<file path="src/rtl/apb_arbiter_if.sv">
// APB bus bundle used on both sides of the arbiter: the "master" modport drives
// the request, the "slave" modport returns the response.
interface apb_arbiter_if;
    logic        psel;
    logic        penable;
    logic        pwrite;
    logic [7:0]  paddr;
    logic [31:0] pwdata;
    logic [31:0] prdata;
    logic        pready;
    logic        pslverr;

    modport master (
        output psel, penable, pwrite, paddr, pwdata,
        input  prdata, pready, pslverr
    );

    modport slave (
        input  psel, penable, pwrite, paddr, pwdata,
        output prdata, pready, pslverr
    );
endinterface

</file>
<file path="src/rtl/apb_arbiter.sv">
// Two-master round-robin APB arbiter in front of a single memory slave, with a
// per-transfer ACCESS timeout that completes the owner with an error.
module apb_arbiter #(
    parameter int TIMEOUT = 16
) (
    input  logic          pclk_i,
    input  logic          preset_i,
    apb_arbiter_if.slave  m0,
    apb_arbiter_if.slave  m1,
    apb_arbiter_if.master mem,
    output logic [1:0]    gnt_o
);

    typedef enum logic [1:0] {
        IDLE   = 2'd0,
        SETUP  = 2'd1,
        ACCESS = 2'd2
    } state_t;

    localparam int            CW      = (TIMEOUT > 1) ? $clog2(TIMEOUT) : 1;
    localparam logic [CW-1:0] TO_LAST = CW'(TIMEOUT - 1);

    state_t        state;
    logic [CW-1:0] cnt;
    logic          last_m1;
    logic          psel_q;
    logic          penable_q;
    logic          pwrite_q;
    logic [7:0]    paddr_q;
    logic [31:0]   pwdata_q;

    // On a tie the master not served last wins; a lone requester always wins.
    logic pick_m1;
    assign pick_m1 = m1.psel && (!m0.psel || !last_m1);

    logic cnt_last;
    assign cnt_last = (cnt == TO_LAST);

    // NOTE: all state in this block uses non-blocking assignments so every
    // register samples the pre-edge values, independent of statement order.
    always_ff @(posedge pclk_i) begin
        if (preset_i) begin
            state     <= IDLE;
            cnt       <= '0;
            last_m1   <= 1'b1;
            psel_q    <= 1'b0;
            penable_q <= 1'b0;
            pwrite_q  <= 1'b0;
            paddr_q   <= '0;
            pwdata_q  <= '0;
            gnt_o     <= 2'b00;
        end else begin
            case (state)
                IDLE: begin
                    if (m0.psel || m1.psel) begin
                        state     <= SETUP;
                        psel_q    <= 1'b1;
                        penable_q <= 1'b0;
                        last_m1   <= pick_m1;
                        gnt_o     <= pick_m1 ? 2'b10 : 2'b01;
                        pwrite_q  <= pick_m1 ? m1.pwrite : m0.pwrite;
                        paddr_q   <= pick_m1 ? m1.paddr  : m0.paddr;
                        pwdata_q  <= pick_m1 ? m1.pwdata : m0.pwdata;
                    end
                end
                SETUP: begin
                    state     <= ACCESS;
                    penable_q <= 1'b1;
                    cnt       <= '0;
                end
                ACCESS: begin
                    if (mem.pready || cnt_last) begin
                        state     <= IDLE;
                        psel_q    <= 1'b0;
                        penable_q <= 1'b0;
                        gnt_o     <= 2'b00;
                    end else begin
                        cnt <= cnt + 1'b1;
                    end
                end
                default: begin
                    state     <= IDLE;
                    psel_q    <= 1'b0;
                    penable_q <= 1'b0;
                    gnt_o     <= 2'b00;
                end
            endcase
        end
    end

    assign mem.psel    = psel_q;
    assign mem.penable = penable_q;
    assign mem.pwrite  = pwrite_q;
    assign mem.paddr   = paddr_q;
    assign mem.pwdata  = pwdata_q;

    // Completion is either a slave pready or a timeout; reset suppresses both.
    logic        resp_valid;
    logic [31:0] resp_data;
    logic        resp_err;

    assign resp_valid = !preset_i && (state == ACCESS) && (mem.pready || cnt_last);
    assign resp_data  = mem.pready ? mem.prdata : 32'h0;
    assign resp_err   = mem.pready ? mem.pslverr : 1'b1;

    assign m0.pready  = resp_valid && gnt_o[0];
    assign m0.pslverr = resp_valid && gnt_o[0] && resp_err;
    assign m0.prdata  = (resp_valid && gnt_o[0]) ? resp_data : 32'h0;

    assign m1.pready  = resp_valid && gnt_o[1];
    assign m1.pslverr = resp_valid && gnt_o[1] && resp_err;
    assign m1.prdata  = (resp_valid && gnt_o[1]) ? resp_data : 32'h0;

    // penable from the masters plays no part in arbitration.
    logic unused_penable;
    assign unused_penable = &{1'b0, m0.penable, m1.penable};

endmodule

</file>
<file path="src/flat_wrapper.sv">
// flat-port wrapper written by rule: the top's interface ports become plain ports
module apb_arbiter_flat 
#(
    parameter int TIMEOUT = 16
)
  (pclk_i, preset_i, gnt_o, m0_psel, m0_penable, m0_pwrite, m0_paddr, m0_pwdata, m0_prdata, m0_pready, m0_pslverr, m1_psel, m1_penable, m1_pwrite, m1_paddr, m1_pwdata, m1_prdata, m1_pready, m1_pslverr, mem_psel, mem_penable, mem_pwrite, mem_paddr, mem_pwdata, mem_prdata, mem_pready, mem_pslverr);
  apb_arbiter_if m0_i ();
  apb_arbiter_if m1_i ();
  apb_arbiter_if mem_i ();
  input  logic pclk_i;
  input  logic preset_i;
  output logic [1:0] gnt_o;
  input wire logic [$bits(m0_i.psel)-1:0] m0_psel;
  input wire logic [$bits(m0_i.penable)-1:0] m0_penable;
  input wire logic [$bits(m0_i.pwrite)-1:0] m0_pwrite;
  input wire logic [$bits(m0_i.paddr)-1:0] m0_paddr;
  input wire logic [$bits(m0_i.pwdata)-1:0] m0_pwdata;
  output wire logic [$bits(m0_i.prdata)-1:0] m0_prdata;
  output wire logic [$bits(m0_i.pready)-1:0] m0_pready;
  output wire logic [$bits(m0_i.pslverr)-1:0] m0_pslverr;
  input wire logic [$bits(m1_i.psel)-1:0] m1_psel;
  input wire logic [$bits(m1_i.penable)-1:0] m1_penable;
  input wire logic [$bits(m1_i.pwrite)-1:0] m1_pwrite;
  input wire logic [$bits(m1_i.paddr)-1:0] m1_paddr;
  input wire logic [$bits(m1_i.pwdata)-1:0] m1_pwdata;
  output wire logic [$bits(m1_i.prdata)-1:0] m1_prdata;
  output wire logic [$bits(m1_i.pready)-1:0] m1_pready;
  output wire logic [$bits(m1_i.pslverr)-1:0] m1_pslverr;
  output wire logic [$bits(mem_i.psel)-1:0] mem_psel;
  output wire logic [$bits(mem_i.penable)-1:0] mem_penable;
  output wire logic [$bits(mem_i.pwrite)-1:0] mem_pwrite;
  output wire logic [$bits(mem_i.paddr)-1:0] mem_paddr;
  output wire logic [$bits(mem_i.pwdata)-1:0] mem_pwdata;
  input wire logic [$bits(mem_i.prdata)-1:0] mem_prdata;
  input wire logic [$bits(mem_i.pready)-1:0] mem_pready;
  input wire logic [$bits(mem_i.pslverr)-1:0] mem_pslverr;
  assign m0_i.psel = m0_psel;
  assign m0_i.penable = m0_penable;
  assign m0_i.pwrite = m0_pwrite;
  assign m0_i.paddr = m0_paddr;
  assign m0_i.pwdata = m0_pwdata;
  assign m0_prdata = m0_i.prdata;
  assign m0_pready = m0_i.pready;
  assign m0_pslverr = m0_i.pslverr;
  assign m1_i.psel = m1_psel;
  assign m1_i.penable = m1_penable;
  assign m1_i.pwrite = m1_pwrite;
  assign m1_i.paddr = m1_paddr;
  assign m1_i.pwdata = m1_pwdata;
  assign m1_prdata = m1_i.prdata;
  assign m1_pready = m1_i.pready;
  assign m1_pslverr = m1_i.pslverr;
  assign mem_psel = mem_i.psel;
  assign mem_penable = mem_i.penable;
  assign mem_pwrite = mem_i.pwrite;
  assign mem_paddr = mem_i.paddr;
  assign mem_pwdata = mem_i.pwdata;
  assign mem_i.prdata = mem_prdata;
  assign mem_i.pready = mem_pready;
  assign mem_i.pslverr = mem_pslverr;
  apb_arbiter #(.TIMEOUT(TIMEOUT)) u_core (.pclk_i(pclk_i), .preset_i(preset_i), .m0(m0_i), .m1(m1_i), .mem(mem_i), .gnt_o(gnt_o));
endmodule
</file>
<file path="config.mk">
export PLATFORM = sky130hd
export DESIGN_NAME = apb_arbiter_flat
export DESIGN_NICKNAME = d
export VERILOG_FILES = /design/src/rtl/apb_arbiter_if.sv /design/src/rtl/apb_arbiter.sv /design/src/flat_wrapper.sv
export SDC_FILE = /design/constraint.sdc
export NUM_CORES = 1
export LEC_CHECK = 0
export CAP_MARGIN = 20
export CORE_UTILIZATION = 35
export CTS_BUF_LIST = sky130_fd_sc_hd__clkbuf_8
export DETAILED_ROUTE_END_ITERATION = 7
export PLACE_DENSITY = 0.83
export SYNTH_ARGS = -nofsm -noshare
export SYNTH_HDL_FRONTEND = slang
export SYNTH_SLANG_ARGS = --single-unit
</file>
<file path="constraint.sdc">
create_clock -name pclk_i -period 2.1 [get_ports pclk_i]
set_clock_uncertainty 0.15 [all_clocks]
set_input_delay 0.315 -clock pclk_i [delete_from_list [all_inputs] [get_ports pclk_i]]
set_output_delay 0.315 -clock pclk_i [all_outputs]
set_load 0.02 [all_outputs]
</file>
Yosys cells after proc, flatten, opt, wreduce, memory -nomap -nowiden
Cells that the tools add are included.
Word-level totals
  input bits: 122
  output and inout bits: 113
  register bits: 52
Cells by class
  muxes and demuxes: 20
  bitwise logic cells: 1
  add/sub/neg operators: 1
  eq/ne operators: 6
  reduce and logical (&&, ||, !) cells: 19
Operator list (count)
  $mux 32: 4
  $pmux 2 s3: 2
  $mux 2: 4
  $mux 8: 1
  $pmux 4 s2: 1
  $logic_and 1x1->1: 7
  $pmux 1 s3: 2
  $reduce_and 2->1: 3
  $mux 1: 5
  $add 4x1->4 const B: 1
  $eq 4x4->1 const B: 1
  $mux 4: 1
  $ne 2x1->1 const B: 2
  $logic_not 1->1: 3
  $logic_or 1x1->1: 3
  $reduce_and 3->1: 1
  $eq 2x1->1 const B: 1
  $eq 2x2->1 const B: 1
  $logic_not 2->1: 1
  $ne 2x2->1 const B: 1
  $reduce_bool 2->1: 1
  $not 1->1: 1

Longest topological paths before layout
  depth in word-level cells: 6
  mapped depth: 6

Worst setup path after synthesis
Ideal clock, no wire load.
  path kind: reg-to-output
  from: register u_core.state[1]
  to: output port m1_pslverr
  path slack: 0.087 ns
  arrival time: 1.548 ns
  cell stages (with the launch flop): 4
  data required time: 1.635 ns
  cell sequence: dfxtp_1 -> buf_2 -> nand3b_1 -> nor4_1
Between the ends
  longest elaborated chain between the ends: 5
RTL lines
  start: declaration: RTL line apb_arbiter.sv:23  | state_t state;
  start signal: assignment: RTL line apb_arbiter.sv:43  | state <= IDLE;
  start signal: assignment: RTL line apb_arbiter.sv:56  | state <= SETUP;
  start signal: assignment: RTL line apb_arbiter.sv:67  | state <= ACCESS;
  $eq 2x2->1: RTL line apb_arbiter.sv:102  | assign resp_valid = !preset_i && (state == ACCESS) && (mem.pready || cnt_last);
  $logic_and 1x1->1 (2 in series): RTL line apb_arbiter.sv:102
  $logic_and 1x1->1 (2 in series): RTL line apb_arbiter.sv:111  | assign m1.pslverr = resp_valid && gnt_o[1] && resp_err;
  end: declaration: RTL line flat_wrapper.sv:28  | output wire logic [$bits(m1_i.pslverr)-1:0] m1_pslverr;
Every way passes these cells.

Worst setup path in the final report
  from: register u_core.state[0]
  to: output port m1_prdata[19]
Between the ends
  longest elaborated chain between the ends: 5
RTL lines
  $eq 2x2->1: RTL line apb_arbiter.sv:102
  $logic_and 1x1->1 (2 in series): RTL line apb_arbiter.sv:102
  $logic_and 1x1->1: RTL line apb_arbiter.sv:112  | assign m1.prdata = (resp_valid && gnt_o[1]) ? resp_data : 32'h0;
  $mux 32: RTL line apb_arbiter.sv:112
  end: declaration: RTL line flat_wrapper.sv:26  | output wire logic [$bits(m1_i.prdata)-1:0] m1_prdata;
Every way passes these cells.

==> metrics.md <==
| Metric | Value |
|---|---|
| Status | `finished, final reports clean` |
| DR vias | `roughly 3400` |
| IO buf count | `around 230` |
| Num Clock Sinks | `between 50 and 60` |
| Post-DRT Antenna Nets | `0` |
| Wire length per cell | `16.13 µm` |
| Final Critical Period | `2.013 ns` |
| Largest net degree at the start of global routing | `36` |
| Initial Utilization | `0.3603` |
| Post-synth top area share | `0.3265` |
| Synth Cell Area | `between 0.003 and 0.004 mm²` |
| Rel. slew slack | `0.6500` |
| Post-CTS setup buffers | `0` |
| Sequential power share | `0.402` |
| Slowest stage delay, CP | `around 0.32 ns` |
| VDD IR-drop max | `0.3048 mV` |
| Rows | `34` |
| Synth Warn # | `0` |
| Placed insts | `~670` |
| Sw Share | `0.3242` |
| Height of the die | `slightly below 100 µm` |
| Power Dens Cells | `slightly above 500 mW/mm²` |
| Hold Violations, Final | `0` |
| Maximum buffer depth of the clock tree | `2` |
| Io pins | `between 200 and 250` |
| GRT Util Overall | `0.2214` |
| Final setup margin | `roughly 0.087 ns` |
| RSZ-0062 raised after global routing | `no` |
| Top post-synthesis cells by area | `dfxtp_1, a211oi_2, and2_1` |
| Post-DP HPWL | `roughly 8300 µm` |
| Global-route wire length before repair | `about 16000 µm` |
| Sw power | `just over 0.9 mW` |
| Dominant cell type by area after synthesis | `dfxtp_1` |
| Post-synthesis cell type count | `40` |
| Setup Slack @ Placement | `-0.4587 ns` |
| Top FF cell, synth | `dfxtp_1` |
| Layout cells sized above 1 | `0.2862` |
| Starting DRT DRC Count | `106` |
| Internal Power | `roughly 1.9 mW` |
| Final global-route overflow total | `0` |
| Clock power share | `0.192` |
| Hold WC Path Type | `register to register` |
| Hold Slack | `0.3649 ns` |
| Die area | `0.009315 mm²` |
| Core area | `slightly below 0.009 mm²` |
| Worst-Margin Slew | `roughly 0.52 ns` |
| Clock latency on the worst-skew pair | `0.30 ns` |
| Routed WL | `about 11000 µm` |
| # fillers | `around 760` |
| Crit-path max FO | `32` |
| P&R area growth vs syn | `76.63%` |
| Final Setup Violations | `0` |
| Period utilization | `0.9586` |
| Critical Path Start Type | `register` |
| Die width | `just under 100 µm` |
| Static Leak | `2.284 nW` |
| H-tree depth | `2` |
| FMAX | `496.8 MHz` |
| Data arrival, critical path | `around 1.6 ns` |
| Most common cell in the netlist | `and2_1` |
| CP delay by family, top | `simple AND/OR/NAND/NOR gates` |
| Final nets | `just under 700` |
| Syn Nets | `between 400 and 500` |
| EDFF count, synth | `0` |
| Worst EP required | `~1.6 ns` |
| Vias in the first global route | `roughly 3400` |
| Antenna Cells | `0` |
| CP Capture Type | `primary output` |
| Gpl congestion | `between 0.7 and 0.8` |
| Non-Filler Instances | `674` |
| Worst path cell trace | `nand3b_1 -> nor2_2 -> buf_12 -> and2_1 -> clkdlybuf4s15_2` |
| Seq cells post-synth | `roughly 50` |
| Fraction of registers with async set/reset | `0` |
| CTS Buf Count | `5` |
| Via density | `4.985` |
| Initial antenna violation count | `0` |
| Worst Path Buf+Inv | `2` |
| Syn Area/Cell | `around 9.4 µm²` |
| Clk root buf | `clkbuf_8` |
| # Max-Cap Violations | `0` |
| Post-layout util | `0.6364` |
| Sequential cell area fraction in the yosys report | `0.3265` |
| Worst path slowest cell | `dfxtp_1` |
| Commonest cells in the netlist | `and2_1, dfxtp_1, a21oi_1` |
| Max-slew violation count | `0` |
| CTS tree | `built` |
| Drt drc | `0` |
| Post-Synthesis Cells | `roughly 330` |
| Logic pwr share | `0.406` |
| CTS clock-pin slew for the worst setup and hold paths | `0.09 ns` |
| Critical path class | `register to primary output` |
| Drt pass-1 iters | `4` |
per-stage QoR:
step | area [µm²] | total power [mW] | TNS, ns
after floorplan | 3127 | 1.747 | 0
after global placement | 5665 | 2.283 | -22.81
after detailed placement | 5665 | 2.312 | -24.91
after CTS | 5748 | 2.865 | -0.04497
after global routing | 5523 | 2.989 | 0
final | 5523 | 2.832 | 0
metal layers:
metal,share of wire,GRT usage
met1,0.43,0.2828
met4,0.0062,0.04289
met2,0.50,0.3862
met3,0.063,0.04460
met5,0,0
repair_timing:
action / 4_1_cts / 5_1_grt
pin swaps: 1 / 2
gates cloned: 1 / 0
endpoints found under the setup margin: 68 / 67
resized for setup: 237 / 52
hold buffers: 0 / 0
layout make-up:
cell class / instances / area (µm²) / share of cell area
sequential: 51 / 1025 / 0.1855
clock buffer: 5 / 68.82 / 0.01246
multi-input combinational: 246 / 1981 / 0.3586
clock inverter: 3 / 16.27 / 0.002945
timing repair buffer: 261 / 2297 / 0.4159
tap: 108 / 135.1 / 0.02447
layout by cell type (no fill, tap or decap), types with 5 or more instances in the layout:
| master | n |
|---|---|
| clkdlybuf4s50_1 | 162 |
| and2_1 | 65 |
| buf_2 | 61 |
| dfxtp_1 | 48 |
| a21oi_1 | 46 |
| mux2i_1 | 41 |
| a211oi_2 | 40 |
| buf_4 | 25 |
| nor2b_1 | 9 |
| clkdlybuf4s15_2 | 6 |
| clkbuf_8 | 5 |
final timing paths:
kind,start,depth (start not counted),to,slack [ns]
max reg2reg,u_core.state[0]$_SDFFE_PP0P_,5,u_core.mem.paddr[5]$_SDFFE_PP0P_,0.34
min,u_core.mem.psel$_SDFFE_PP0P_,2,u_core.mem.psel$_SDFFE_PP0P_,0.36
max,u_core.state[0]$_SDFFE_PP0P_,5,m1_prdata[19],0.09
min reg2reg,u_core.mem.psel$_SDFFE_PP0P_,2,u_core.mem.psel$_SDFFE_PP0P_,0.36
worst reg2reg max path: stages (launching register included):
cell	delay [ns]
dfxtp_1	0.32
buf_4	0.19
nor2_4	0.35
and2_2	0.26
buf_4	0.26
a211oi_2	0.10
power by group through the flow:
stage / sequential (mW) / clock [mW] / combinational [mW]
6_report: 1.14 / 0.545 / 1.15
5_1_grt: 1.15 / 0.609 / 1.23
4_1_cts: 1.14 / 0.568 / 1.16
3_5_place_dp: 1.16 / 0 / 1.15
3_3_place_gp: 1.16 / 0 / 1.13
2_1_floorplan: 1.28 / 0 / 0.463
registers in the layout, indices dropped and copies added (netlist names):
name / count
u_core.mem.psel: 1
u_core.mem.paddr: 8
u_core.gnt_o: 2
u_core.cnt: 4
u_core.mem.pwdata: 32
u_core.last_m1: 1
u_core.state: 2
u_core.mem.pwrite: 1
kinds of logic (layout without fill, tap and decap cells):
| family | Yosys count | in the layout | share of synthesized area |
|---|---|---|---|
| AOI/OAI and AO/OA | 102 | 102 | 0.2745 |
| adders and majority gates | 1 | 1 | 0.004001 |
| buffers and inverters | 34 | 269 | 0.06122 |
| DFF | 51 | 51 | 0.3265 |
| muxes | 41 | 41 | 0.1313 |
| and+or+nand+nor | 102 | 102 | 0.2025 |
Power figures use the tool's default switching activity.
